**config.mk**
```make
export PLATFORM = sky130hd
export DESIGN_NAME = fifo_mem_ctrl_flat
export DESIGN_NICKNAME = d
export VERILOG_FILES = /design/src/rtl/fifo_mem_ctrl_if.sv /design/src/rtl/fifo_mem_ctrl.sv /design/src/flat_wrapper.sv
export SDC_FILE = /design/constraint.sdc
export NUM_CORES = 1
export LEC_CHECK = 0
export CAP_MARGIN = 20
export CORE_AREA = 2 2 77 79
export CTS_BUF_LIST = sky130_fd_sc_hd__clkbuf_8
export DETAILED_ROUTE_END_ITERATION = 10
export DIE_AREA = 0 0 79 81
export PLACE_DENSITY = 0.68
export SYNTH_ARGS = -nofsm -noshare
export SYNTH_HDL_FRONTEND = slang
export SYNTH_SLANG_ARGS = --single-unit
```
**constraint.sdc**
```tcl
create_clock -name clk -period 2.6 [get_ports clk]
set_input_delay 0.26 -clock clk [delete_from_list [all_inputs] [get_ports clk]]
set_output_delay 0.26 -clock clk [all_outputs]
set_load 0.05 [all_outputs]
```
**src/rtl/fifo_mem_ctrl_if.sv**
```systemverilog
// User-side handshake bundle for fifo_mem_ctrl: push/pop requests, read data and status flags.
// master = FIFO user, slave = controller.
interface fifo_mem_ctrl_if #(
  parameter int unsigned ADDR_W = 8,
  parameter int unsigned DATA_W = 8
) ();

  logic              push;
  logic [DATA_W-1:0] wr_data;
  logic              pop;
  logic [DATA_W-1:0] rd_data;
  logic              rd_valid;
  logic              full;
  logic              empty;
  logic              almost_full;
  logic [ADDR_W:0]   count;
  logic              overflow;
  logic              underflow;

  modport master (
    output push,
    output wr_data,
    output pop,
    input  rd_data,
    input  rd_valid,
    input  full,
    input  empty,
    input  almost_full,
    input  count,
    input  overflow,
    input  underflow
  );

  modport slave (
    input  push,
    input  wr_data,
    input  pop,
    output rd_data,
    output rd_valid,
    output full,
    output empty,
    output almost_full,
    output count,
    output overflow,
    output underflow
  );

endinterface

```
**src/rtl/fifo_mem_ctrl.sv**
```systemverilog
// Single-clock FIFO controller using an external dual-port sync_mem as storage.
// Port 1 carries writes at wr_ptr, port 2 reads at rd_ptr; the memory registers both addresses.
module fifo_mem_ctrl #(
  parameter int unsigned ADDR_W   = 8,
  parameter int unsigned DATA_W   = 8,
  parameter int unsigned AF_LEVEL = 240
) (
  input  logic               clk,
  input  logic               rst_n,
  fifo_mem_ctrl_if.slave     bus,
  output logic [ADDR_W-1:0]  mem_a1,
  output logic [DATA_W-1:0]  mem_wd1,
  output logic               mem_we1,
  output logic               mem_we2,
  output logic [ADDR_W-1:0]  mem_a2,
  input  logic [DATA_W-1:0]  mem_rd2
);

  localparam logic [ADDR_W:0] Depth   = (ADDR_W+1)'(1) << ADDR_W;
  localparam logic [ADDR_W:0] AfLevel = (ADDR_W+1)'(AF_LEVEL);

  logic [ADDR_W-1:0] wr_ptr_q;
  logic [ADDR_W-1:0] rd_ptr_q;
  logic [ADDR_W:0]   cnt_q;
  logic              rd_valid_q;
  logic              overflow_q;
  logic              underflow_q;

  logic full;
  logic empty;
  logic push_acc;
  logic pop_acc;

  always_comb begin
    full  = (cnt_q == Depth);
    empty = (cnt_q == '0);
    // Push while full is refused even with a concurrent pop: wr_ptr == rd_ptr then.
    push_acc = rst_n & bus.push & ~full;
    pop_acc  = rst_n & bus.pop & ~empty;
  end

  always_ff @(posedge clk) begin
    if (!rst_n) begin
      wr_ptr_q    <= '0;
      rd_ptr_q    <= '0;
      cnt_q       <= '0;
      rd_valid_q  <= 1'b0;
      overflow_q  <= 1'b0;
      underflow_q <= 1'b0;
    end else begin
      if (push_acc) wr_ptr_q <= wr_ptr_q + 1'b1;
      if (pop_acc)  rd_ptr_q <= rd_ptr_q + 1'b1;
      cnt_q       <= cnt_q + (ADDR_W+1)'(push_acc) - (ADDR_W+1)'(pop_acc);
      rd_valid_q  <= pop_acc;
      overflow_q  <= overflow_q | (bus.push & full);
      underflow_q <= underflow_q | (bus.pop & empty);
    end
  end

  assign mem_a1  = wr_ptr_q;
  assign mem_wd1 = bus.wr_data;
  assign mem_we1 = push_acc;
  assign mem_we2 = 1'b0;
  assign mem_a2  = rd_ptr_q;

  assign bus.rd_data     = mem_rd2;
  assign bus.rd_valid    = rd_valid_q;
  assign bus.full        = full;
  assign bus.empty       = empty;
  assign bus.almost_full = (cnt_q >= AfLevel);
  assign bus.count       = cnt_q;
  assign bus.overflow    = overflow_q;
  assign bus.underflow   = underflow_q;

endmodule

```
**src/flat_wrapper.sv**
```systemverilog
// flat-port wrapper written by rule: the top's interface ports become plain ports
module fifo_mem_ctrl_flat 
#(
  parameter int unsigned ADDR_W   = 8,
  parameter int unsigned DATA_W   = 8,
  parameter int unsigned AF_LEVEL = 240
)
  (clk, rst_n, mem_a1, mem_wd1, mem_we1, mem_we2, mem_a2, mem_rd2, bus_push, bus_wr_data, bus_pop, bus_rd_data, bus_rd_valid, bus_full, bus_empty, bus_almost_full, bus_count, bus_overflow, bus_underflow);
  fifo_mem_ctrl_if #(.ADDR_W(ADDR_W), .DATA_W(DATA_W)) bus_i ();
  input  logic clk;
  input  logic rst_n;
  output logic [ADDR_W-1:0] mem_a1;
  output logic [DATA_W-1:0] mem_wd1;
  output logic mem_we1;
  output logic mem_we2;
  output logic [ADDR_W-1:0] mem_a2;
  input  logic [DATA_W-1:0] mem_rd2;
  input wire logic [$bits(bus_i.push)-1:0] bus_push;
  input wire logic [$bits(bus_i.wr_data)-1:0] bus_wr_data;
  input wire logic [$bits(bus_i.pop)-1:0] bus_pop;
  output wire logic [$bits(bus_i.rd_data)-1:0] bus_rd_data;
  output wire logic [$bits(bus_i.rd_valid)-1:0] bus_rd_valid;
  output wire logic [$bits(bus_i.full)-1:0] bus_full;
  output wire logic [$bits(bus_i.empty)-1:0] bus_empty;
  output wire logic [$bits(bus_i.almost_full)-1:0] bus_almost_full;
  output wire logic [$bits(bus_i.count)-1:0] bus_count;
  output wire logic [$bits(bus_i.overflow)-1:0] bus_overflow;
  output wire logic [$bits(bus_i.underflow)-1:0] bus_underflow;
  assign bus_i.push = bus_push;
  assign bus_i.wr_data = bus_wr_data;
  assign bus_i.pop = bus_pop;
  assign bus_rd_data = bus_i.rd_data;
  assign bus_rd_valid = bus_i.rd_valid;
  assign bus_full = bus_i.full;
  assign bus_empty = bus_i.empty;
  assign bus_almost_full = bus_i.almost_full;
  assign bus_count = bus_i.count;
  assign bus_overflow = bus_i.overflow;
  assign bus_underflow = bus_i.underflow;
  fifo_mem_ctrl #(.ADDR_W(ADDR_W), .DATA_W(DATA_W), .AF_LEVEL(AF_LEVEL)) u_core (.clk(clk), .rst_n(rst_n), .bus(bus_i), .mem_a1(mem_a1), .mem_wd1(mem_wd1), .mem_we1(mem_we1), .mem_we2(mem_we2), .mem_a2(mem_a2), .mem_rd2(mem_rd2));
endmodule
```
==> out/qor.yml <==
drc_errors: 0
synthDistinctLibCells: 49
area_delta_synth_final_pct: 35.7
hpwlAfterDp_um: 3200
cts_buffers: 3
outcome: "finished, final reports clean"
final_cell_mix: "clkdlybuf4s50_1, buf_4, nor2_1"
hp-class: "register to register"
setup_viol: 0
yosysWarnings: 0
cap_viol_max_count: 0
synth-seq-cells: 28
finalHoldViolCount: 0
slew_violations: 0
path_max_fanout: 4
cp-start-kind: "register"
grt_pass1_wl_um: 6930
critPathKind: "register to register"
path_clk_slew_ns: 0.10
final_net_count: 284
layout-drive-gt1-share_pct: 23.8
ir_worst_vdd_mv: 0.489
antenna_cells: 0
die-height_um: 81
fin_crit_sh_pct: 99.7
ant_nets: 0
detail_route.iter0.violations: 48
antenna_found_initial: 0
ys.flop_type: "dfxtp_1"
root_buffer: "clkbuf_8"
synth_top_area_share_pct: 31.2
grt_max_degree: 16
fp.dieW_um: 79
avgViaCountPerCell: 4.97
rsz0062_at_grt: "yes"
cts_max_level: 1
power.density_mw_per_mm2: 1140
synthArstFlopShare_pct: 0
layout_commonest_cell: "clkdlybuf4s50_1"
place_congestion: 0.818
portBuffers: 35
firstDrtPassIters: 4
clock_path_buffers: 2
gr-total-overflow: 0
p_leak_uw: 0.000958
rows: 28
synth_area_leaders: "dfxtp_1, ha_1, buf_4, nor2_1, xor2_1"
fin_total_pwr_uw: 2790
pre_cts_ws_ns: -0.00503
track_usage_pct: 13.3
fin_util_pct: 43.0
slew_headroom_pct: 64.9
grt_pass1_vias: 1492
start_util_pct: 31.7
cts_tree: "done"
cp.arrival_ns: 2.80
post_drt_wl_per_cell_um: 13.1
fmax_mhz: 386
synth-edff-count: 0
endpoint_kind: "register"
clock_sinks: 28
synth_nets: 243
dieArea_sq_mm: 0.00640
postCtsHoldBufs: 0
syn_area_sq_mm: 0.00180
synth_seq_area_share_pct: 31.2
drt_wl_total_um: 4170
avgSynthCellArea_sq_um: 8.82
yosys.area.top_type: "dfxtp_1"
worstPathRequired_ns: 2.81
setup_slack_ns: 0.00845
tightest_slew_ns: 0.524
clock_skew_ns: 0.00999
synthCells: 204
clk-insertion-delay-late_ns: 0.28
io-pin-count: 69
dr_total_vias: 1584
fin_crit_ns: 2.59
core_area_sq_mm: 0.00568
-- sequential cells by signal, indices dropped and copies added, names as in the netlist --
| register | count |
|---|---|
| u_core.bus.overflow | 1 |
| u_core.bus.rd_valid | 1 |
| u_core.bus.underflow | 1 |
| u_core.mem_a2 | 8 |
| u_core.mem_a1 | 8 |
| u_core.bus.count | 9 |
-- cell families after synthesis --
logic type | after synthesis | synth area share [%]
adders and majority gates | 19 | 13.6
muxes | 5 | 2.78
and+or+nand+nor | 66 | 20.6
AOI/OAI and AO/OA | 39 | 15.4
other | 1 | 0.208
buffers and inverters | 37 | 11.9
xor gates and xnor gates | 9 | 4.38
DFF | 28 | 31.2
-- where the power goes --
part | internal, uW | switching [uW] | total [uW]
sequential | 543 | 90.5 | 633
clock | 106 | 137 | 243
combinational | 854 | 1060 | 1910
total | 1500 | 1280 | 2790
-- synth_stat cells (2+ instances only) --
cell type  number
a211oi_1        2
a21oi_1         9
a31oi_1         3
and4_1          4
buf_4          18
dfxtp_1        28
ha_1           18
inv_1          15
mux2i_1         5
nand2_1         5
nand2b_1        4
nand3_1         6
nand4_1         3
nor2_1         23
nor2b_1         2
nor3_1          3
nor4_1          2
o211ai_1        2
o21ai_0         7
o31ai_1         4
or2_1           2
or3_1           2
or4_1           4
xor2_1          8
-- timing repair --
item                       CTS  global route
setup endpoints to repair    0             2
resized for setup            0             6
setup buffers                0            10
-- through the flow --
stage / cell area, sq um / setup TNS, ns / hold slack [ns] / cells
3_3_place_gp: 2300 / -0.00442 / 0.451 / 305
3_5_place_dp: 2300 / -0.00503 / 0.463 / 305
4_1_cts: 2340 / 0 / 0.486 / 309
5_1_grt: 2440 / -0.222 / 0.516 / 319
6_report: 2440 / 0 / 0.481 / 319
2_1_floorplan: 1910 / -0.00715 / 0.401 / 204
-- final timing paths --
| check | from | endpoint | slack (ns) | cells past startpoint |
|---|---|---|---|---|
| setup / recovery | u_core.bus.count[5] | u_core.bus.count[8] | 0.008 | 14 |
| hold / removal | u_core.bus.underflow | u_core.bus.underflow | 0.48 | 2 |
| setup reg to reg | u_core.bus.count[5] | u_core.bus.count[8] | 0.008 | 14 |
| hold reg to reg | u_core.bus.underflow | u_core.bus.underflow | 0.48 | 2 |
-- area by class of cell --
type,instances,area (sq um)
tap,75,93.8
fill,573,3230
multi-input combinational,139,1120
sequential,28,589
clock inverter,1,3.75
timing repair buffer,57,523
clock buffer,3,41.3
inverter,16,72.6
-- worst max-delay path, stage by stage, from the launching register on --
cell and delay (ns):
dfxtp_4 0.38, inv_4 0.06, ha_4 0.14, nand4b_4 0.11, o21ai_4 0.14, nor2_1 0.06, ha_1 0.30, inv_2 0.08
ha_4 0.14, inv_2 0.04, fa_2 0.37, nor2b_4 0.18, o311ai_4 0.11, a31oi_1 0.21, mux2i_1 0.20
-- routing by layer --
layer / GRT usage, % / up-vias / part of all wire (%)
met5: 0 / - / 0
met4: 4.14 / 0 / 1.3
met3: 3.44 / 6 / 7.1
met2: 23.3 / 45 / 49
met1: 16.1 / 746 / 42
li1: - / 787 / -
No activity file was read; power rests on OpenSTA's default activity.
==> patch (same flow settings) <==
`ADDR_W` is set to 8 in 3 places; all go to 10.
--- a/src/rtl/fifo_mem_ctrl_if.sv
+++ b/src/rtl/fifo_mem_ctrl_if.sv
@@ -1,7 +1,7 @@
 // User-side handshake bundle for fifo_mem_ctrl: push/pop requests, read data and status flags.
 // master = FIFO user, slave = controller.
 interface fifo_mem_ctrl_if #(
-  parameter int unsigned ADDR_W = 8,
+  parameter int unsigned ADDR_W = 10,
   parameter int unsigned DATA_W = 8
 ) ();
 
--- a/src/rtl/fifo_mem_ctrl.sv
+++ b/src/rtl/fifo_mem_ctrl.sv
@@ -1,7 +1,7 @@
 // Single-clock FIFO controller using an external dual-port sync_mem as storage.
 // Port 1 carries writes at wr_ptr, port 2 reads at rd_ptr; the memory registers both addresses.
 module fifo_mem_ctrl #(
-  parameter int unsigned ADDR_W   = 8,
+  parameter int unsigned ADDR_W   = 10,
   parameter int unsigned DATA_W   = 8,
   parameter int unsigned AF_LEVEL = 240
 ) (
--- a/src/flat_wrapper.sv
+++ b/src/flat_wrapper.sv
@@ -1,7 +1,7 @@
 // flat-port wrapper written by rule: the top's interface ports become plain ports
 module fifo_mem_ctrl_flat 
 #(
-  parameter int unsigned ADDR_W   = 8,
+  parameter int unsigned ADDR_W   = 10,
   parameter int unsigned DATA_W   = 8,
   parameter int unsigned AF_LEVEL = 240
 )
Interface: changed (resized bus_count, mem_a1 and mem_a2); port bits go from 69 to 75. The function was not compared with the original's and may differ.
==> patch against the unedited design <==
- the flow now finishes with violations (setup timing)
- sequential cell count increased by 6
- clock power increased by 76%
- wire length increased by 25%
- setup slack got worse by 0.49 ns
- synthesized cell count increased by 19%
- area after synthesis increased by 17%
- design area increased by 24%
- total power increased by 26%
==> patch: results (changes against the unedited design) <==
| Metric | Value |
|---|---|
| GRT Total Usage | 16.7% (+3.4 points) |
| # setup viols final | 9 (+9) |
| Area after DPL | 0.00284 mm2 (+24%) |
| Compound-Gate Fraction of Synth Area | 11.2% (-4.2 points) |
| Critical R2R Launch | u_core.bus.count[3]$_SDFF_PN0_ |
| Top cells by count, synth | dfxtp_1 (34), nor2_1 (24), ha_1 (22), inv_1 (22), nand2_1 (20) |
| Layout clock buffers | 6 (+3) |
| Final worst slack | -0.483 ns (-0.491 ns) |
| Met2 Use GR | 30.3% (+7.0 points) |
| Clock buffer count from CTS | 5 (+2) |
| Violated checks | setup timing |
| Iteration-0 DRC Markers | 42 (-13%) |
| Max H-tree Level | 2 (+1) |
| Synth Area in Adders | 14.1% (+0.45 points) |
| Worst Hold Path Cells | 1 (-1) |
| Routed wire length | 5230 um (+25%) |
| Min Hold Slack | 0.465 ns (-0.0159 ns) |
| Slowest cell on the critical path | or3b_4 |
| Fin cells | 387 (+21%) |
| Max reg flops | 11 (+2) |
| Net Count, Synth | 286 (+18%) |
| Non-clk bufs | 82 (+44%) |
| Largest net degree at the start of global routing | 24 (+8) |
| Vias in the first global route | 1,856 (+24%) |
| Reg2Reg Depth | 16 (+2) |
| Met3 Use GR | 4.33% (+0.89 points) |
| Multi-input gate share of total cell area | 43.6% (-2.2 points) |
| Final net count | 354 (+25%) |
| Worst-Margin Slew | 0.527 ns (+0.00249 ns) |
| Outcome | finished with violations |
| Multi-Input Combinational | 166 (+19%) |
| ClkCell Share | 3.15% (+1.3 points) |
| # clock sinks | 34 (+21%) |
| Leak | 1.27 nW (+33%) |
| Hold worst-path end | u_core.mem_a1[9]$_SDFFE_PN0N_ |
| Dpl cells | 377 (+24%) |
| Placer Congestion | 0.866 (+5.8%) |
| Sequential share of cell area | 22.9% (-1.2 points) |
| Post_cts resized | 5 (+5) |
| Core Util, Final | 53.2% (+10 points) |
| Switching share of total power | 45.1% (-0.92 points) |
| Worst vdd rail ir drop | 775 uV (+59%) |
| Clk Latency, worst-skew pair | 0.30 ns (+0.02 ns) |
| First-pass GRT wire length | 8390 um (+21%) |
| Met1 wire length | 2140 um (+21%) |
| Critical path data arrival time | 3.27 ns (+0.47 ns) |
| Maximum net fanout on the critical path | 3 (-1) |
| Clk slew on worst S/H paths | 0.08 ns (-0.02 ns) |
| Clock skew | 0.00575 ns (-0.00424 ns) |
| Filler cells | 563 (-1.7%) |
| Placement Setup Slack | -0.517 ns (-0.512 ns) |
| Data buffer area share | 24.3% (+2.9 points) |
| Vias per std cell | 4.76 (-4.0%) |
## patch: changes by cell type after synthesis, moves of 4 or more
cell	before	now
dfxtp_1	28	34
xnor2_1	1	10
nor2b_1	2	6
nand2_1	5	20
xor2_1	8	4
nor3_1	3	8
ha_1	18	22
and4_1	4	0
nand3_1	6	10
inv_1	15	22
## patch: worst max-delay path by stage
stage                                               from                         endpoint  slack, ns  depth (start not counted)
after floorplan           u_core.bus.count[3]$_SDFF_PN0_  u_core.bus.count[10]$_SDFF_PN0_      -0.66                         15
after global placement    u_core.bus.count[3]$_SDFF_PN0_   u_core.bus.count[9]$_SDFF_PN0_      -0.46                         13
after detailed placement  u_core.bus.count[3]$_SDFF_PN0_  u_core.bus.count[10]$_SDFF_PN0_      -0.52                         16
after CTS                 u_core.bus.count[3]$_SDFF_PN0_  u_core.bus.count[10]$_SDFF_PN0_      -0.46                         16
after global routing      u_core.bus.count[2]$_SDFF_PN0_   u_core.bus.count[8]$_SDFF_PN0_      -0.58                         16
final                     u_core.bus.count[3]$_SDFF_PN0_   u_core.bus.count[8]$_SDFF_PN0_      -0.48                         16
## patch: power by group through the flow
stage                     combinational, mW  clock (mW)  sequential [mW]
after floorplan                        1.12           0             1.00
after global placement                 2.11           0            0.685
after detailed placement               2.15           0            0.690
after CTS                              2.21       0.436            0.681
after global routing                   2.59       0.459            0.691
final                                  2.39       0.428            0.680
## patch: worst reg2reg max path: cells and delay by family (launching register included)
| kind | cells | cell delay (ns) |
|---|---|---|
| AND/OR/NAND/NOR | 5 | 1.09 |
| adder cells (fa/ha/maj) | 4 | 0.81 |
| flip-flops | 1 | 0.35 |
| buffers and inverters | 4 | 0.33 |
| AO/OA/AOI/OAI | 2 | 0.25 |
| multiplexers | 1 | 0.12 |
